<file path="src/rtl/ft_cmd_parser.sv">
// Purpose: parse 5-byte framed register commands (SYNC, CMD, ARG_HI, ARG_LO, CSUM) from the FT245 byte stream.
// Latency: strobes and register outputs appear one clock after the CSUM byte, or one clock after an inter-byte timeout.
// Backpressure: none; bytes are consumed whenever data_from_ft_avail is high and the parser never stalls the source.
module ft_cmd_parser #(
    parameter logic [7:0]  SYNC_BYTE = 8'hA5,
    parameter int unsigned TIMEOUT   = 1024
) (
    input  logic        ft_clkout,
    input  logic        rst,
    input  logic [7:0]  data_from_ft,
    input  logic        data_from_ft_avail,
    output logic [6:0]  reg_addr,
    output logic [15:0] reg_wdata,
    output logic        reg_we,
    output logic        cmd_ok,
    output logic        rd_req,
    output logic        cmd_err,
    output logic [7:0]  err_count
);

    // Counter only has to reach TIMEOUT-1, so clog2(TIMEOUT) bits suffice.
    localparam int unsigned TW       = (TIMEOUT > 1) ? $clog2(TIMEOUT) : 1;
    localparam logic [TW-1:0] TMO_LAST = TW'(TIMEOUT - 1);

    typedef enum logic [2:0] {
        IDLE     = 3'd0,
        GET_CMD  = 3'd1,
        GET_HI   = 3'd2,
        GET_LO   = 3'd3,
        GET_CSUM = 3'd4
    } state_t;

    state_t        state_q,     state_d;
    logic [TW-1:0] tmo_q,       tmo_d;
    logic [7:0]    cmd_q,       cmd_d;
    logic [7:0]    hi_q,        hi_d;
    logic [7:0]    lo_q,        lo_d;
    logic [6:0]    reg_addr_q,  reg_addr_d;
    logic [15:0]   reg_wdata_q, reg_wdata_d;
    logic          reg_we_q,    reg_we_d;
    logic          cmd_ok_q,    cmd_ok_d;
    logic          rd_req_q,    rd_req_d;
    logic          cmd_err_q,   cmd_err_d;
    logic [7:0]    err_count_q, err_count_d;

    logic byte_vld;
    logic csum_ok;
    logic timeout_hit;

    assign byte_vld    = data_from_ft_avail;
    assign csum_ok     = (data_from_ft == (cmd_q ^ hi_q ^ lo_q));
    // A byte in the same cycle as the last allowed idle count keeps the frame alive.
    assign timeout_hit = (state_q != IDLE) && !byte_vld && (tmo_q == TMO_LAST);

    // Next-state, shadow capture, timeout tracking and registered strobe generation.
    always_comb begin
        state_d     = state_q;
        tmo_d       = tmo_q;
        cmd_d       = cmd_q;
        hi_d        = hi_q;
        lo_d        = lo_q;
        reg_addr_d  = reg_addr_q;
        reg_wdata_d = reg_wdata_q;
        reg_we_d    = 1'b0;
        cmd_ok_d    = 1'b0;
        rd_req_d    = 1'b0;
        cmd_err_d   = 1'b0;
        err_count_d = err_count_q;

        case (state_q)
            IDLE: begin
                // Anything but the sync marker is line noise and is dropped quietly.
                if (byte_vld && (data_from_ft == SYNC_BYTE)) begin
                    state_d = GET_CMD;
                end
            end
            GET_CMD: begin
                if (byte_vld) begin
                    cmd_d   = data_from_ft;
                    state_d = GET_HI;
                end
            end
            GET_HI: begin
                if (byte_vld) begin
                    hi_d    = data_from_ft;
                    state_d = GET_LO;
                end
            end
            GET_LO: begin
                if (byte_vld) begin
                    lo_d    = data_from_ft;
                    state_d = GET_CSUM;
                end
            end
            GET_CSUM: begin
                if (byte_vld) begin
                    state_d = IDLE;
                    if (csum_ok) begin
                        reg_addr_d  = cmd_q[6:0];
                        reg_wdata_d = {hi_q, lo_q};
                        cmd_ok_d    = 1'b1;
                        reg_we_d    = ~cmd_q[7];
                        rd_req_d    = cmd_q[7];
                    end else begin
                        cmd_err_d = 1'b1;
                    end
                end
            end
            default: begin
                state_d = IDLE;
            end
        endcase

        // Inter-byte watchdog: idle in IDLE, restarts on every byte inside a frame.
        if (state_q == IDLE) begin
            tmo_d = '0;
        end else if (byte_vld) begin
            tmo_d = '0;
        end else if (timeout_hit) begin
            tmo_d     = '0;
            state_d   = IDLE;
            cmd_err_d = 1'b1;
        end else begin
            tmo_d = tmo_q + TW'(1);
        end

        // Error counter moves in the same edge as the cmd_err pulse and sticks at 255.
        if (cmd_err_d && (err_count_q != 8'hFF)) begin
            err_count_d = err_count_q + 8'd1;
        end
    end

    // State, shadow and output registers with asynchronous reset.
    always_ff @(posedge ft_clkout or posedge rst) begin
        if (rst) begin
            state_q     <= IDLE;
            tmo_q       <= '0;
            cmd_q       <= 8'h00;
            hi_q        <= 8'h00;
            lo_q        <= 8'h00;
            reg_addr_q  <= 7'h00;
            reg_wdata_q <= 16'h0000;
            reg_we_q    <= 1'b0;
            cmd_ok_q    <= 1'b0;
            rd_req_q    <= 1'b0;
            cmd_err_q   <= 1'b0;
            err_count_q <= 8'h00;
        end else begin
            state_q     <= state_d;
            tmo_q       <= tmo_d;
            cmd_q       <= cmd_d;
            hi_q        <= hi_d;
            lo_q        <= lo_d;
            reg_addr_q  <= reg_addr_d;
            reg_wdata_q <= reg_wdata_d;
            reg_we_q    <= reg_we_d;
            cmd_ok_q    <= cmd_ok_d;
            rd_req_q    <= rd_req_d;
            cmd_err_q   <= cmd_err_d;
            err_count_q <= err_count_d;
        end
    end

    assign reg_addr  = reg_addr_q;
    assign reg_wdata = reg_wdata_q;
    assign reg_we    = reg_we_q;
    assign cmd_ok    = cmd_ok_q;
    assign rd_req    = rd_req_q;
    assign cmd_err   = cmd_err_q;
    assign err_count = err_count_q;

endmodule

</file>
<file path="config.mk">
export PLATFORM = sky130hd
export DESIGN_NAME = ft_cmd_parser
export DESIGN_NICKNAME = d
export VERILOG_FILES = /design/src/rtl/ft_cmd_parser.sv
export SDC_FILE = /design/constraint.sdc
export NUM_CORES = 1
export LEC_CHECK = 0
export ABC_AREA = 1
export ABC_CLOCK_PERIOD_IN_PS = 2900
export CORE_ASPECT_RATIO = 1.2
export CORE_MARGIN = 2
export CORE_UTILIZATION = 50
export DETAILED_ROUTE_END_ITERATION = 16
export PLACE_DENSITY = 0.78
export SYNTH_ARGS = -nofsm -noshare
export SYNTH_HDL_FRONTEND = slang
export SYNTH_SLANG_ARGS = --single-unit
</file>
<file path="constraint.sdc">
create_clock -name ft_clkout -period 2.9 [get_ports ft_clkout]
set_clock_uncertainty 0.1 [all_clocks]
set_input_delay 0.725 -clock ft_clkout [delete_from_list [all_inputs] [get_ports ft_clkout]]
set_output_delay 0.725 -clock ft_clkout [all_outputs]
set_load 0.01 [all_outputs]
</file>
==> impl_metrics.csv, run 1 <==
group,metric,value,unit
route,firstDrtPassIters,4,
critical_path,critical_path_class,"in2reg",
power,powerDensity,702,nW/µm²
critical_path,critPathArrivalTime,2360,ps
sta,relSlewSlack,55.2,%
finish,final_nets,481,
power,irDropWorstVdd,0.443,mV
critical_path,crit_required,3040,ps
global_route,grt_util_all_layers,19.9,%
synthesis,netlist_area,3530,µm²
finish,final_common_cell,"nand2_1",
die,die_x,80.7,µm
synthesis,syn_nets,428,
placed_design,io_buffers,45,
die,core-area,6850,µm²
sta,fmax,0.450,GHz
global_route,grt_max_degree,32,
job,maxCapViolations,0,
route,antenna_left,0,
sta,layout_min_cycle_time,2220,ps
sta,finalSetupViolCount,0,
finish,layout_common_cells,"nand2_1 (141), dfrtp_1 (72), clkdlybuf4s50_1 (45)",
synthesis,synth_cells,415,
clocking,cts-root-buf,"clkbuf_8",
sta,fin_crit_sh,76.6,%
global_route,antenna_found_initial,0,
clocking,post_cts_resized,0,
clocking,path_clk_slew,80,ps
route,viasPerCell,4.97,
synthesis,synth_top_area_cell,"dfrtp_1",
critical_path,crit_path_end_kind,"register",
global_route,grt_pass1_vias,2673,
clocking,cts_tree,"yes",
critical_path,crit_fanout,24,
clocking,cts.htree.levels,3,
route,vias,2784,
route,route.detailed.drc,0,
route,wirelength,6.83,mm
die,initial_core_util,51.6,%
die,ios,46,
sta,slew_viol_final,0,
sta,hold_viol,0,
global_route,overflow,0,
finish,drive_above_1_share,17.8,%
synthesis,synth.avg_cell_area,8.51,µm²
clocking,clkSinkCount,72,
synthesis,ys_ff_latch,72,
critical_path,crit_path_start_kind,"input pin",
critical_path,reg2reg_depth,10,
hold_path,whs_path_depth,2,
route,wl_per_cell,12.2,µm
die,die_h,96.1,µm
synthesis,synthTopCellsByArea,"dfrtp_1 (51%), nand2_1 (15%), o21ai_2 (5.0%)",
clocking,hold_buffers,0,
power,leakagePower,2.12,nW
die,num_rows,33,
clocking,cts_setup_buffers,0,
global_route,grt_pass1_wl,11.8,mm
finish,postLayoutCoreUtil,62.5,%
clocking,cts_buffers,9,
finish,diodes,0,
placed_design,place.gp.congestion,0.785,
finish,synthToLayoutAreaGrowth,21.2,%
sta,tns,0,ps
route,drt_iter0_markers,203,
synthesis,synth_cell_types,32,
synthesis,netlist.area_leader.share,51.0,%
outcome,status,"complete, no violations",
placed_design,dpl.hpwl,5.06,mm
clocking,cts_max_path_buffers,2,
synthesis,ys_seq_area_share,51.0,%
hold_path,worstHoldPathType,"reg2reg",
synthesis,ys_warn_count,0,
clocking,clk_latency,340,ps
sta,tightest_slew,671,ps
sta,rsz0062_at_grt,"no",
die,die_area,7760,µm²
==> cells in the mapped netlist <==
cell type and count:
buf_6 4, nand3b_1 1, inv_2 12, nor2_2 2, nand3_2 1, nor4_2 1, o221a_2 1, or3_1 1
nand2_1 141, a21oi_1 4, o21ai_0 25, nor2_4 2, nor2_1 15, clkbuf_1 3, nand3_1 22, xnor2_1 5
nor3_2 2, nor3b_1 2, inv_1 34, nor3_1 5, nand2_2 16, nand3_4 1, buf_2 3, nand4_1 2
or2_1 2, nor4_1 2, dfrtp_1 72, ha_1 2, nand2_4 2, o21ai_2 20, clkinv_1 1, xor2_1 9
==> sequential cells by signal, summed over array words and instances, names as in the netlist <==
register	cells
reg_wdata	16
hi_q	8
tmo_q	10
cmd_ok	1
reg_we	1
lo_q	8
rd_req	1
cmd_q	8
state_q	3
reg_addr	7
err_count	8
cmd_err	1
==> path summary, 6_finish.rpt <==
check / end / startpoint / slack [ps]
setup / recovery: reg_addr[4] / data_from_ft[7] / 680
hold / removal: reg_addr[1] / reg_addr[1] / 390
setup reg to reg: err_count[4] / tmo_q[0] / 1090
hold reg to reg: reg_addr[1] / reg_addr[1] / 390
max in group asynchronous: hi_q[7] / rst / 1330
min in group asynchronous: reg_wdata[8] / rst / 700
==> critical path: stages <==
cell and delay (ps):
clkdlybuf4s50_1 420, inv_1 180, nand2_1 70, nand2_1 90, nor2_1 60, nor2_2 100
nand2_1 90, nor2_4 120, nand3_4 140, buf_12 210, nand2_1 80, o21ai_2 50
==> final cells by class <==
cell class	count	area, µm²
Clock inverter	7	46.3
Timing Repair Buffer	52	541
Clock buffer	9	124
Inverter	47	176
Multi-Input combinational cell	286	1480
Tap cell	87	109
Fill cell	603	2570
Sequential cell	72	1800
==> per-stage QoR <==
step / cell area, µm² / std cells / worst slack, ps / hold slack (ps) / power (W)
floorplan: 3530 / 415 / 250 / 364 / 0.00209
global placement: 4110 / 544 / 342 / 367 / 0.00230
detailed placement: 4110 / 544 / 317 / 370 / 0.00234
CTS: 4280 / 560 / 678 / 391 / 0.00304
global route: 4280 / 560 / 496 / 409 / 0.00327
finish: 4280 / 560 / 678 / 388 / 0.00301
==> report_power, final <==
part | switching [W] | total, W | internal [W] | leakage, nW
registers | 0.000200 | 0.00140 | 0.00120 | 0.966
clock network | 0.000379 | 0.000687 | 0.000308 | 0.0814
logic | 0.000583 | 0.000923 | 0.000340 | 1.07
==> cells by family (layout without fill, tap and decap cells) <==
logic type | count (synthesis) | after routing | synth area share (%)
buf+inv | 57 | 115 | 7.01
flops | 72 | 72 | 51.0
simple gates | 220 | 220 | 28.4
fa+ha+maj | 2 | 2 | 0.708
compound gates | 50 | 50 | 9.38
xor+xnor | 14 | 14 | 3.47
==> layer usage <==
metal	share of wire, %	routed length, µm	GRT usage, %	vias to the layer above
met1	43	2910	23.9	1305
met4	2.3	160	9.04	0
met2	52	3520	35.1	55
li1	-	-	-	1408
met5	0	0	0	-
met3	3.4	230	3.10	16
Power figures use the tool's default switching activity.
==> run 2: changes to the inputs <==
- ABC_CLOCK_PERIOD_IN_PS: 2900 -> 2250
- clock period: 2.9 -> 2.25 ns (I/O delays scaled with it)
==> impl_metrics.csv, run 2 (same netlist as run 1, synthesis figures left out) <==
group,metric,value,unit
outcome,status,"complete, no violations",
clocking,cts_setup_buffers,0,
placed_design,dpl.hpwl,5.22,mm
finish,final_nets,499,
clocking,cts.htree.levels,3,
critical_path,r2r_start,"tmo_q[0]",
placed_design,dpl_cell_area,4250,µm²
power,seqPwrFrac,43.5,%
finish,drive_above_1_share,20.8,%
hold_path,worstHoldPathType,"reg2reg",
finish,diodes,0,
job,maxCapViolations,0,
sta,fmax,0.486,GHz
critical_path,crit_path_end_kind,"register",
sta,layout_min_cycle_time,2060,ps
critical_path,crit_required,2380,ps
sta,hold_viol,0,
power,power.share.switching,35.6,%
global_route,grt_pass1_wl,12.4,mm
sta,finalSetupViolCount,0,
critical_path,critPathMaxStageDelay,570,ps
sta,slew_viol_final,0,
global_route,overflow,0,
placed_design,io_buffers,45,
global_route,grt_util_all_layers,20.6,%
critical_path,startpoint,"data_from_ft[4]",
global_route,grt_max_degree,27,
clocking,cts-root-buf,"clkbuf_8",
die,core-area,6850,µm²
finish,largest_register_ffs,16,
clocking,cts_tree,"yes",
power,power_frac_clock,27.0,%
clocking,clk_latency,340,ps
critical_path,cp_cell_sequence,"clkdlybuf4s50_1 -> nand2_1 -> inv_1 -> nor2_1 -> nand2_1 -> nand2_1 -> clkinv_1 -> nand2_1 -> nor2_4 -> nand3_4 -> buf_4 -> nand2_1 -> o21ai_2",
power,irDropWorstVdd,0.536,mV
critical_path,reg2reg_depth,10,
hold_path,hp-start,"reg_addr[6]",
die,num_rows,33,
finish,layout_common_cells,"nand2_1 (141), dfrtp_1 (72), clkdlybuf4s50_1 (45)",
sta,fin_crit_sh,91.5,%
die,ios,46,
route,wirelength,7.04,mm
critical_path,worstReg2RegEnd,"err_count[2]",
finish,final_common_cell,"nand2_1",
clocking,cts_buffers,9,
global_route,antenna_found_initial,0,
sta,rsz0062_at_grt,"no",
route,wl_per_cell,12.2,µm
sta,relSlewSlack,73.5,%
critical_path,critPathArrivalTime,2190,ps
clocking,post_cts_resized,0,
die,die_x,80.7,µm
power,power.switching,0.00148,W
sta,tns,0,ps
critical_path,critical_path_class,"in2reg",
critical_path,crit_path_start_kind,"input pin",
die,die_area,7760,µm²
critical_path,crit_path_top_delay_cell,"clkdlybuf4s50_1",
power,leakagePower,2.23,nW
power,powerDensity,927,nW/µm²
power,combPwrFrac,29.6,%
route,route.detailed.drc,0,
placed_design,dp.cells,562,
route,viasPerCell,4.97,
die,initial_core_util,51.6,%
hold_path,whs_path_depth,2,
finish,final_area,4470,µm²
route,drt_iter0_markers,165,
die,die_h,96.1,µm
route,firstDrtPassIters,4,
finish,postLayoutCoreUtil,65.2,%
finish,layout.cells.non_filler,578,
hold_path,worstHoldEndpoint,"reg_addr[6]",
placed_design,place.gp.congestion,0.803,
clocking,hold_buffers,0,
finish,synthToLayoutAreaGrowth,26.5,%
critical_path,crit_path_frequent_cell,"nand2_1",
clocking,path_clk_slew,70,ps
clocking,clkSinkCount,72,
critical_path,crit_fanout,12,
route,vias,2875,
power,p_int,0.00267,W
critical_path,timing.reg2reg.setup_slack,420,ps
global_route,grt_pass1_vias,2889,
route,antenna_left,0,
sta,tightest_slew,397,ps
clocking,cts_max_path_buffers,2,
-- run 2: cell types whose count changed in the layout (fill, tap and decap cells not counted), sizes merged --
cell,delta
buf,+18
bufinv,+2
clkbuf,+1
clkinvlp,-1
inv,-2
-- run 2: layout make-up --
class	instances	area, µm²
Sequential cell	72	1800
Clock buffer	10	138
Clock inverter	6	82.6
Timing Repair Buffer	70	676
Fill cell	585	2380
Multi-Input combinational cell	286	1480
Tap cell	87	109
Inverter	47	180
-- run 2: layer usage --
layer  track usage (%)  part of all wire (%)  routed length, µm
met5                 0                     0                  0
met4              8.19                   2.3                162
met2              37.3                    50               3520
met3              3.75                   3.2                226
met1              24.2                    44               3130
-- run 2: per-stage QoR --
stage                     setup slack (ps)  power (W)  hold slack, ps
after global routing                  82.1    0.00448             401
after floorplan                        502    0.00269             364
after global placement                -130    0.00299             367
after detailed placement              -157    0.00305             371
final                                  190    0.00415             390
after CTS                              199    0.00419             392
-- run 2: how the worst max path moves through the flow --
stage	endpoint	slack (ps)	cells after the start
global placement	reg_addr[5]	-130	13
floorplan	reg_wdata[1]	500	7
finish	reg_addr[4]	190	13
global route	err_count[6]	80	15
CTS	err_count[3]	200	1
detailed placement	reg_addr[4]	-160	13
-- run 2: power groups by stage --
stage / combinational (W) / clock [W] / sequential [W]
after floorplan: 0.000936 / 0 / 0.00176
after global placement: 0.00119 / 0 / 0.00181
after detailed placement: 0.00123 / 0 / 0.00182
after CTS: 0.00124 / 0.00114 / 0.00180
after global routing: 0.00143 / 0.00120 / 0.00185
final: 0.00122 / 0.00112 / 0.00180
-- run 2: critical path, delay by kind of cell --
| kind | cells | cell delay (ps) |
|---|---|---|
| AOI/OAI and AO/OA | 1 | 50 |
| and+or+nand+nor | 8 | 690 |
| buffers and inverters | 4 | 890 |
==> run 3: changes to the inputs <==
- CAP_MARGIN: unset -> 0
- SKIP_LAST_GASP: unset -> 1
==> results of run 3 <==
Final layout, timing and power as in run 2 (identical DEF).
